[src/rtl/hazard_scoreboard.sv]
// Register-hazard scoreboard for an in-order EX/MEM/WB pipeline.
// Each architectural register has a valid bit, a load bit and an age.
// Together with the branch/jump mispredict checks, these produce the
// stall and flush controls combinationally. Saturating counters
// record how many cycles the pipeline stalled and how many it flushed.
module hazard_scoreboard #(
    parameter int NUM_REGS    = 4,
    parameter int REG_AW      = 2,
    parameter int NUM_SRC     = 2,
    parameter int FWD_EN      = 1,
    parameter int RF_SELF_FWD = 1,
    parameter int CNT_W       = 16
) (
    input  logic                      clk,
    input  logic                      reset,
    input  logic                      id_valid,
    input  logic [NUM_SRC-1:0]        id_src_used,
    input  logic [NUM_SRC*REG_AW-1:0] id_src_addr,
    input  logic                      id_dst_valid,
    input  logic [REG_AW-1:0]         id_dst_addr,
    input  logic                      id_dst_is_load,
    input  logic                      mem_stall,
    input  logic                      ex_is_branch,
    input  logic [15:0]               ex_correct_pc,
    input  logic [15:0]               id_pc,
    input  logic                      id_is_jump,
    input  logic [15:0]               id_correct_pc,
    input  logic [15:0]               if_pc,
    output logic                      stall,
    output logic                      flush_ifid,
    output logic                      flush_idex,
    output logic                      branch_failed,
    output logic                      jump_failed,
    output logic [NUM_REGS-1:0]       pending,
    output logic [CNT_W-1:0]          stall_cnt,
    output logic [CNT_W-1:0]          flush_cnt
);

    // Age of the producer: which stage it will be in during the next cycle.
    localparam logic [1:0] AGE_EX  = 2'd1;
    localparam logic [1:0] AGE_MEM = 2'd2;
    localparam logic [1:0] AGE_WB  = 2'd3;

    logic [NUM_REGS-1:0] v_q, v_d;
    logic [NUM_REGS-1:0] l_q, l_d;
    logic [1:0]          a_q [NUM_REGS];
    logic [1:0]          a_d [NUM_REGS];
    logic [CNT_W-1:0]    stall_cnt_q, stall_cnt_d;
    logic [CNT_W-1:0]    flush_cnt_q, flush_cnt_d;

    logic                data_hazard;
    logic                issue;
    logic [REG_AW-1:0]   src_addr;

    // Counter increment that sticks at all-ones instead of wrapping.
    function automatic logic [CNT_W-1:0] sat_inc(input logic [CNT_W-1:0] cnt);
        if (&cnt) begin
            return cnt;
        end
        return cnt + CNT_W'(1);
    endfunction

    // Decides whether a live producer entry blocks a reader this cycle.
    // With forwarding, only a load still in EX cannot be bypassed.
    // Without it, the result is usable only once it has reached WB, and
    // even then only if the register file bypasses the same-cycle write.
    function automatic logic entry_blocks(input logic is_load, input logic [1:0] age);
        if (FWD_EN != 0) begin
            return is_load && (age == AGE_EX);
        end
        return (age == AGE_EX) || (age == AGE_MEM) ||
               ((age == AGE_WB) && (RF_SELF_FWD == 0));
    endfunction

    // Looks up each used source operand in the scoreboard.
    always_comb begin
        data_hazard = 1'b0;
        src_addr    = '0;
        for (int s = 0; s < NUM_SRC; s++) begin
            src_addr = id_src_addr[s*REG_AW +: REG_AW];
            if (id_valid && id_src_used[s] && (int'(src_addr) < NUM_REGS)) begin
                if (v_q[src_addr] && entry_blocks(l_q[src_addr], a_q[src_addr])) begin
                    data_hazard = 1'b1;
                end
            end
        end
    end

    // Mispredict detection and stall/flush combination. A failed branch
    // in EX wins over everything younger, so a hazard behind it neither
    // stalls nor issues.
    always_comb begin
        branch_failed = ex_is_branch && (ex_correct_pc != id_pc) && !mem_stall;
        jump_failed   = id_valid && id_is_jump && (id_correct_pc != if_pc) &&
                        !branch_failed && !mem_stall;
        stall         = mem_stall || (data_hazard && !branch_failed);
        flush_ifid    = branch_failed || jump_failed;
        flush_idex    = branch_failed || (data_hazard && !mem_stall);
        issue         = id_valid && id_dst_valid && !stall && !branch_failed && !mem_stall;
    end

    // Next scoreboard state. A new writer overrides both the aging and the
    // retirement of an older entry for the same register.
    always_comb begin
        v_d = v_q;
        l_d = l_q;
        for (int r = 0; r < NUM_REGS; r++) begin
            a_d[r] = a_q[r];
            if (issue && (id_dst_addr == REG_AW'(r))) begin
                v_d[r] = 1'b1;
                l_d[r] = id_dst_is_load;
                a_d[r] = AGE_EX;
            end else if (!mem_stall && v_q[r]) begin
                case (a_q[r])
                    AGE_EX:  a_d[r] = AGE_MEM;
                    AGE_MEM: a_d[r] = AGE_WB;
                    default: begin
                        v_d[r] = 1'b0;
                        l_d[r] = 1'b0;
                        a_d[r] = 2'd0;
                    end
                endcase
            end
        end
    end

    // Next values of the statistics counters.
    always_comb begin
        stall_cnt_d = stall      ? sat_inc(stall_cnt_q) : stall_cnt_q;
        flush_cnt_d = flush_ifid ? sat_inc(flush_cnt_q) : flush_cnt_q;
    end

    // State registers. Reset drops every in-flight entry and the statistics.
    always_ff @(posedge clk or posedge reset) begin
        if (reset) begin
            v_q         <= '0;
            l_q         <= '0;
            for (int r = 0; r < NUM_REGS; r++) begin
                a_q[r] <= 2'd0;
            end
            stall_cnt_q <= '0;
            flush_cnt_q <= '0;
        end else begin
            v_q         <= v_d;
            l_q         <= l_d;
            for (int r = 0; r < NUM_REGS; r++) begin
                a_q[r] <= a_d[r];
            end
            stall_cnt_q <= stall_cnt_d;
            flush_cnt_q <= flush_cnt_d;
        end
    end

    assign pending   = v_q;
    assign stall_cnt = stall_cnt_q;
    assign flush_cnt = flush_cnt_q;

endmodule

[config.mk]
export PLATFORM = sky130hd
export DESIGN_NAME = hazard_scoreboard
export DESIGN_NICKNAME = d
export VERILOG_FILES = /design/src/rtl/hazard_scoreboard.sv
export SDC_FILE = /design/constraint.sdc
export NUM_CORES = 1
export LEC_CHECK = 0
export ABC_AREA = 1
export CAP_MARGIN = 30
export CORE_MARGIN = 4
export CORE_UTILIZATION = 49
export CTS_CLUSTER_SIZE = 12
export DETAILED_ROUTE_END_ITERATION = 8
export PLACE_DENSITY = 0.89
export REMOVE_ABC_BUFFERS = 1
export SLEW_MARGIN = 20
export SYNTH_ARGS = -nofsm -noshare
export SYNTH_HDL_FRONTEND = slang
export SYNTH_SLANG_ARGS = --single-unit
[constraint.sdc]
create_clock -name clk -period 4.5 [get_ports clk]
set_clock_uncertainty 0.1 [all_clocks]
set_input_delay 1.125 -clock clk [delete_from_list [all_inputs] [get_ports clk]]
set_output_delay 1.125 -clock clk [all_outputs]
set_load 0.02 [all_outputs]
-- Yosys cells after proc, flatten, opt, wreduce, memory -nomap -nowiden
Index checks and enable logic that the tools add are counted.
- add/sub/neg operators: 2
- magnitude comparators: 4
- eq/ne operators: 23
- mux-type cells: 56
- bitwise gates (word level): 2
- reduce and logical (&&, ||, !) cells: 51
- operators by type and width (kind ; count):
    $add A16 B1 Y16 const B ; 2
    $mux W1 ; 32
    $mux W16 ; 2
    $ne A16 B16 Y1 ; 2
    $reduce_and A16 Y1 ; 2
    $logic_and A1 B1 Y1 ; 26
    $mux W2 ; 12
    $eq A2 B2 Y1 const B ; 8
    $pmux W2 S2 ; 4
    $eq A2 B1 Y1 const B ; 7
    $reduce_and A2 Y1 ; 6
    $bmux W1 S2 ; 4
    $bmux W2 S2 ; 2
    $ne A2 B1 Y1 const B ; 4
    $reduce_bool A2 Y1 ; 4
    $reduce_or A2 Y1 ; 4
    $ge A3 B3 Y1 const B ; 2
    $lt A2 B3 Y1 const B ; 2
    $not A2 Y3 ; 2
    $logic_or A1 B1 Y1 ; 5
    $ne A2 B2 Y1 const B ; 2
    $logic_not A1 Y1 ; 3
    $logic_not A2 Y1 ; 1
- bits in registers: 48
- input bits: 80
- output and inout port bits: 41

-- Logic depth before layout (Yosys ltp)
- depth after elaboration: 22
- depth in mapped cells: 13
- depth with buffers taken out: 12

-- Least setup slack after synthesis
Ideal clock, no wire load.
- path kind: input -> output
- start: input id_pc[3]
- end: output jump_failed
- arrival: 2.128 ns
- data required time: 3.275 ns
- setup slack: 1.147 ns
- stages: 9
- path through: nor2_1 nor2_1 nor2_1 nand2_1 nor2_1 nand2_2 nand2_4 inv_1 nor2_1
- longest elaborated chain between the ends: 6
- RTL lines (item ; RTL line ; text):
    from (decl) ; 25 ; input logic [15:0] id_pc,
    $ne A16 B16 Y1 ; 93 ; branch_failed = ex_is_branch && (ex_correct_pc != id_pc) && !mem_stall;
    $logic_and A1 B1 Y1 (2 in series) ; 93 ;
    via branch_failed ; 32 ; output logic branch_failed,
    $logic_not A1 Y1 ; 95 ; !branch_failed && !mem_stall;
    $logic_and A1 B1 Y1 ; 94 ; jump_failed = id_valid && id_is_jump && (id_correct_pc != if_pc) &&
    $logic_and A1 B1 Y1 ; 95 ;
    to (decl) ; 33 ; output logic jump_failed,
The timed path passes the listed nets, and every way through them passes these cells.

-- Worst setup path in the final report
- start: input id_pc[9]
- end: output jump_failed
- longest elaborated chain between the ends: 6
- RTL lines (item ; RTL line):
    $ne A16 B16 Y1 ; 93
    $logic_and A1 B1 Y1 (2 in series) ; 93
    $logic_not A1 Y1 ; 95
    $logic_and A1 B1 Y1 ; 94
    $logic_and A1 B1 Y1 ; 95
Every way passes these cells.

==> results summary <==
The average cell area after synthesis is 6.72 um^2. The tool flagged a number of max-cap violations equal to 0. For this run, the detailed router's first-pass iteration total came to 4.

The startpoint identified for the worst hold timing path is l_q[2]. The number of setup buffers added after CTS is 0. The clock reaches the later pin of the worst-skew pair after 0.29 ns. In the finished design, the share of the clock period the worst path needs comes to 0.946.

The flow ran to the end, and the final reports show no timing, DRC or antenna violations. The share of synthesized area occupied by flip-flops and latches came out at 0.349. The total leakage power came out at 0.00237 uW.

The diode insertion count for antenna repair came out at 0. The x dimension of the die is 91.8 um. Buffers inserted to repair hold after CTS numbered 0. The share of Yosys cell area claimed by the top area cell type came out at 0.349. Of the cells placed in the final design, the portion with a size suffix greater than 1 is 0.0346. The transition time at the pin with the least slew margin is 0.547 ns. The final core area utilization came out at 0.716. The fmax is 235 MHz.

The number of cells on the critical path came out at 12. Final hold analysis gives a worst-case slack of 0.414 ns. Across all setup checks in the final design, the least slack found is 0.241 ns. The worst min-delay path category is flip-flop to flip-flop. The count of flip-flops with a built-in enable after synthesis is 0. For the worst flop-to-flop path, the logic depth is 9. The worst setup path is captured at an output pin. The post-synthesis sequential element count is 48. Buffers inserted during clock tree synthesis total 5. After detailed routing, the average wire length per cell comes to 12.6 um. The detailed router placed 3,618 vias in this run. TritonCTS built the clock tree. Walking the worst path, the cells encountered are clkdlybuf4s50_1, nand2_1, inv_1, nor2_1, nor2_1, nand2_1, nor2_1, nand2_2, nand2_4, inv_1, nor2_1, clkdlybuf4s50_1. The startpoint identified for the worst register-to-register timing path is stall_cnt[0]. The number of hold violations in the final report was 0. The worst setup path is launched from an input port. The clock-pin transition on the worst setup and hold timing paths is 0.08 ns. The post-route minimum period came out at 4.26 ns. The biggest area contributor in the post-synthesis netlist is dfrtp_1. The area growth from synthesis to final layout is 41.4%. The longest individual stage delay on the worst path is 0.61 ns. The initial DRC count came out at 152. The accumulated negative setup slack is 0 ns. The buffers plus inverters on the worst setup path came out at 4. The initial utilization of the core area, before any placement, comes to 0.506. The number of vias per cell came out at 4.94.

The worst setup timing slack at the placement stage came out at 0.231 ns. The highest fanout seen on the critical path is 6. After filler insertion, the fill cell instance count of the layout stands at 533. Data arrives at the worst endpoint at 3.03 ns. The floorplan die height is 91.8 um.

The worst max-slew margin expressed relative to the limit came out at 0.632. The aggregate global routing overflow came out at 0. The standard cell core area is 6790 um^2. The cell sitting at the root of the clock tree is a clkbuf_8. In the layout the commonest cells are 156 x nand2_1, 120 x clkdlybuf4s50_1, 79 x inv_1, 70 x nor2_1, 48 x dfrtp_1. The highest ir drop seen on vdd is 0.000317 V. In the post-synthesis netlist, the biggest area contributors are dfrtp_1 35%, nand2_1 17%, inv_1 8.7%, nor2_1 7.6%, nand3_1 6.4%. The row count is 30. The number of nets in the finished design is 721. The post-route DRC violation count came out at 0. The number of instances in the synthesized netlist came out at 512. The Yosys step of the flow raised 0 warnings. The final wirelength came out at 9.25 mm. The library cell used most frequently in the layout, excluding fill and tap cells, is nand2_1.

The total setup violations reported at the end of the flow came out at 0. The number of top-level design ports is 121. The detail route stage leaves a number of antenna-violating nets equal to 0.

The combined global-route utilization of all metal layers is 0.223. The kind of cell with the highest combined delay along the critical path is buffers and inverters. Tracing the worst setup path back leads to its startpoint at id_pc[9]. The worst register-to-register path ends at stall_cnt[4]. During placement, the flow inserted port buffers numbering 120. The count of clock tree sinks is 48. Detailed placement finished with a half-perimeter wire length of 7.55 mm. The critical path data required time came out at 3.27 ns. The placer's final routability congestion estimate came out at 0.825. Among all stages on the critical path, the largest delay is contributed by clkdlybuf4s50_1. The max-slew violation count was 0. The most critical setup path has its endpoint at jump_failed. Counting distinct cell types in the post-synthesis netlist gives 28. CTS built an H-tree with a depth of 2.

The initial antenna violation count came out at 0. The via count of the first global-routing pass is 3,449. The area of the mapped netlist is 3440 um^2. The most prevalent standard cell on the critical path is nor2_1.

The full die area is 8420 um^2. In this run the power density over the cells is 321 nW/um^2. In this run the register-to-register setup slack is 2.27 ns.

Setup repair after global routing left no endpoint under its margin. The pin count of the biggest net entering global routing is 33. In the synthesized netlist the dominant register cell turns out to be dfrtp_1.

The worst setup path is of the input port to output pin kind. The count of cells resized by post-cts repair is 0. The fraction of registers with async set/reset came out at 1.00. The longest clock path from root to sink contains 2 buffers. The wire length of the first global-routing pass came out at 15.7 mm.
-- per-stage QoR --
| step | total power [uW] | instance area, um^2 | std cells |
|---|---|---|---|
| finish | 1560 | 4860 | 732 |
| global route | 1680 | 4860 | 732 |
| CTS | 1570 | 4860 | 732 |
| detailed placement | 1260 | 4750 | 724 |
| global placement | 1220 | 4730 | 723 |
| floorplan | 975 | 3400 | 505 |
-- cells in the mapped netlist (2+ instances only) --
library cell / n
o21ai_1: 15
dfrtp_1: 48
xor2_1: 16
ha_1: 6
or2_1: 2
nand2_2: 2
inv_1: 80
o211ai_1: 5
nand2_1: 156
xnor2_1: 23
nand4_1: 12
nand3_1: 44
nor2_1: 70
nand2_4: 3
buf_2: 6
nor3_1: 6
nand3b_1: 2
nor4_1: 5
a21oi_1: 2
-- final cells by class --
class / count / area [um^2] / area share
Clock buffer: 6 / 72.6 / 0.0149
Clock inverter: 2 / 35.0 / 0.00721
Inverter: 81 / 304 / 0.0625
Multi-Input combinational cell: 376 / 1890 / 0.389
Sequential cell: 48 / 1200 / 0.247
Tap cell: 96 / 120 / 0.0247
Timing Repair Buffer: 123 / 1240 / 0.254
-- how the worst min path moves through the flow --
stage	end	slack (ns)	depth (start not counted)
floorplan	l_q[0]	0.37	2
global placement	l_q[1]	0.39	2
detailed placement	l_q[1]	0.39	2
CTS	l_q[2]	0.42	2
global route	l_q[3]	0.42	2
finish	l_q[2]	0.41	2
-- flip-flops by register name, summed over array words and instances, names as in the netlist --
register,flops
flush_cnt,16
pending,4
stall_cnt,16
a_q,8
l_q,4
-- routing by layer --
layer	routed length, um	part of all wire	vias up	track usage
li1	-	-	1836	-
met2	4580	0.49	110	0.394
met4	63	0.0068	0	0.0446
met1	3950	0.43	1666	0.275
met5	0	0	-	0
met3	658	0.071	6	0.0558
-- worst register-to-register path: cells and delay by family, from the launching register on --
| family | cells | cell delay [ns] |
|---|---|---|
| compound gates | 1 | 0.08 |
| simple gates | 5 | 1.06 |
| buf+inv | 2 | 0.12 |
| fa+ha+maj | 1 | 0.28 |
| flops | 1 | 0.46 |
-- power by group --
part / switching (uW) / internal [uW]
combinational: 320 / 291
clock: 141 / 165
sequential: 112 / 532
total: 573 / 988
-- cells by family after synthesis --
| family | count (synthesis) | share of synthesized area |
|---|---|---|
| AND/OR/NAND/NOR | 307 | 0.387 |
| buffers and inverters | 88 | 0.100 |
| flip-flops | 48 | 0.349 |
| XOR/XNOR | 39 | 0.0993 |
| AO/OA/AOI/OAI | 24 | 0.0418 |
| adder cells (fa/ha/maj) | 6 | 0.0218 |
Power figures use the tool's default switching activity.
==> edit, RTL diff (same flow settings) <==
`FWD_EN`: 1 -> 0.
--- a/src/rtl/hazard_scoreboard.sv
+++ b/src/rtl/hazard_scoreboard.sv
@@ -7,7 +7,7 @@
     parameter int NUM_REGS    = 4,
     parameter int REG_AW      = 2,
     parameter int NUM_SRC     = 2,
-    parameter int FWD_EN      = 1,
+    parameter int FWD_EN      = 0,
     parameter int RF_SELF_FWD = 1,
     parameter int CNT_W       = 16
 ) (
Formal check against the unedited RTL: not equivalent (a bounded check fails within 4 cycles, from zero or initial values and one cycle with reset high).
==> edit against the unedited design <==
- final area is 0.10% lower
- area after synthesis increased by 0.65%
- total power rose by 1.6%
- sequential cell count fell by 4
- register-to-register slack gained 0.09 ns
- largest cell class unchanged
- worst setup slack got worse by 0.029 ns
- wire length increased by 7.1%
- final cell count increased by 2.7%
==> edit: results (changes against the unedited design) <==
- Slew of the pin with the lowest slew margin: 0.558 ns (+0.0105 ns)
- First-pass GRT wire length: 16.7 mm (+6.2%)
- Global routing usage summed across all routing layers: 23.7% (+1.5 points)
- DPL Wire Length: 7.73 mm (+2.4%)
- Clk Tree Root Cell: sky130_fd_sc_hd__clkbuf_8
- Result of the run: finished clean
- CTS H-Tree Depth: 2 (unchanged)
- Layout cell share with drive strength beyond 1: 3.81% (+0.35 points)
- Weighted congestion reported at the end of routability-driven placement: 0.896 (+8.6%)
- Most instantiated cells after synthesis: sky130_fd_sc_hd__nand2_1 (203), sky130_fd_sc_hd__nor2_1 (68), sky130_fd_sc_hd__inv_1 (64)
- WL per Instance: 13.2 µm (+4.2%)
- Via density per instance: 5.12 (+3.6%)
- Adder-Cell Fraction of Synth Area: 2.17% (-0.014 points)
- Post-Route M1 WL: 3.97 mm (+0.46%)
- Worst hold path stage count: 2 (unchanged)
- Worst-case vdd ir drop: 0.000293 V (-7.5%)
- Count of port buffers added during placement: 119 (-0.83%)
- First-iteration detailed-routing DRC count: 183 (+20%)
- Leakage Power: 2.47 nW (+4.1%)
- Compound-Gate Fraction of Synth Area: 2.31% (-1.9 points)
- Post-synthesis area per instance: 6.48 µm² (-3.5%)
- Cell family with the largest share of critical-path delay: buffers and inverters
- Filler Cells Inserted: 574 (+7.7%)
- Cell types occupying the most area after synthesis: sky130_fd_sc_hd__dfrtp_1 (32%), sky130_fd_sc_hd__nand2_1 (22%), sky130_fd_sc_hd__xor2_1 (7.6%), sky130_fd_sc_hd__nor2_1 (7.4%), sky130_fd_sc_hd__inv_1 (6.9%)
- Place WS: 0.0810 ns (-0.150 ns)
- Fraction of the yosys area taken by sequential cells: 31.8% (-3.1 points)
- Length of routed met2 wiring: 4.97 mm (+8.5%)
- Clock latency at the later pin of the worst-skew pair: 0.30 ns
- Synthesized-area fraction occupied by xor and xnor cells: 10.9% (+0.95 points)
- Synth cell types: 28 (unchanged)
- Portion of netlist area occupied by mux cells: 0.289% (+0.29 points)
- Total length of routed met3 wires: 792 µm (+20%)
- Number of setup buffers added after CTS: 0 (unchanged)
- Number of antenna violations at the first check in global routing: 0 (unchanged)
- Via total after detailed routing: 3850 (+6.4%)
- Pin count of the biggest net entering global routing: 45 (+36%)
- Slowest cell delay on critical path: 0.62 ns
- First-pass iteration count of the detailed router: 8 (+4)
- Via count of the first global-routing pass: 3807 (+10%)
- Number of buffers inserted during clock tree synthesis: 5 (unchanged)
- Arrival time of the worst setup path: 3.06 ns (+0.03 ns)
- Cell count after placement: 744 (+2.8%)
- Critical-path maximum fanout: 4 (-2)
## edit: changes by cell type after synthesis, moves of 5 or more
cell                       before  now
sky130_fd_sc_hd__a21oi_1        2    7
sky130_fd_sc_hd__xnor2_1       23   13
sky130_fd_sc_hd__nand2_1      156  203
sky130_fd_sc_hd__o211ai_1       5    0
sky130_fd_sc_hd__o21ai_0        1    8
sky130_fd_sc_hd__o21ai_1       15    1
sky130_fd_sc_hd__xor2_1        16   30
sky130_fd_sc_hd__nand4_1       12   19
sky130_fd_sc_hd__inv_1         80   64
## edit: layout make-up
class	instances	area, µm²	share of cell area (%)
Multi-Input combinational cell	416	2060	42.5
Clock buffer	6	72.6	1.49
Clock inverter	2	35.0	0.721
Timing Repair Buffer	122	1220	25.1
Tap cell	96	120	2.47
Inverter	66	248	5.10
Sequential cell	44	1100	22.7
## edit: final timing paths
path / from / end / slack (ns)
worst max-delay path: ex_correct_pc[4] / jump_failed / 0.21
worst min-delay path: stall_cnt[12]$_DFFE_PP0P_ / stall_cnt[12]$_DFFE_PP0P_ / 0.44
worst max register to register: flush_cnt[0]$_DFFE_PP0P_ / flush_cnt[6]$_DFFE_PP0P_ / 2.36
worst min register to register: stall_cnt[12]$_DFFE_PP0P_ / stall_cnt[12]$_DFFE_PP0P_ / 0.44
max in group asynchronous: reset / stall_cnt[0]$_DFFE_PP0P_ / 2.76
min in group asynchronous: reset / flush_cnt[1]$_DFFE_PP0P_ / 1.16
## edit: cell families after synthesis
logic type / Yosys count
buf+inv: 74
fa+ha+maj: 6
flops: 44
simple gates: 350
compound gates: 16
mux: 1
xor+xnor: 43
## edit: where the power goes
group          switching, mW  internal [mW]
Clock                  0.138          0.165
Combinational          0.352          0.313
Sequential             0.132          0.486
Total                  0.622          0.964
## edit: tightest hold or removal path, cell delays in order (launching register included)
cell                      delay, ns
sky130_fd_sc_hd__dfrtp_1       0.40
sky130_fd_sc_hd__nand2_1       0.07
sky130_fd_sc_hd__nand2_1       0.05
## edit: what timing repair did
item	CTS	global route
endpoints found under the setup margin	0	2
gates resized for setup	0	2
hold buffers	0	0
## edit: stage by stage
| stage | power (mW) | utilization [%] | area, µm² |
|---|---|---|---|
| final | 1.59 | 71.1 | 4860 |
| after global routing | 1.71 | 71.1 | 4860 |
| after CTS | 1.59 | 71.0 | 4850 |
| after detailed placement | 1.28 | 69.5 | 4740 |
| after global placement | 1.25 | 69.5 | 4740 |
| after floorplan | 0.983 | - | 3410 |
## edit: layer usage
metal | GRT usage (%) | vias up
met2 | 42.3 | 171
met1 | 28.0 | 1754
met4 | 7.30 | 0
li1 | - | 1906
met5 | 0 | -
met3 | 5.74 | 19
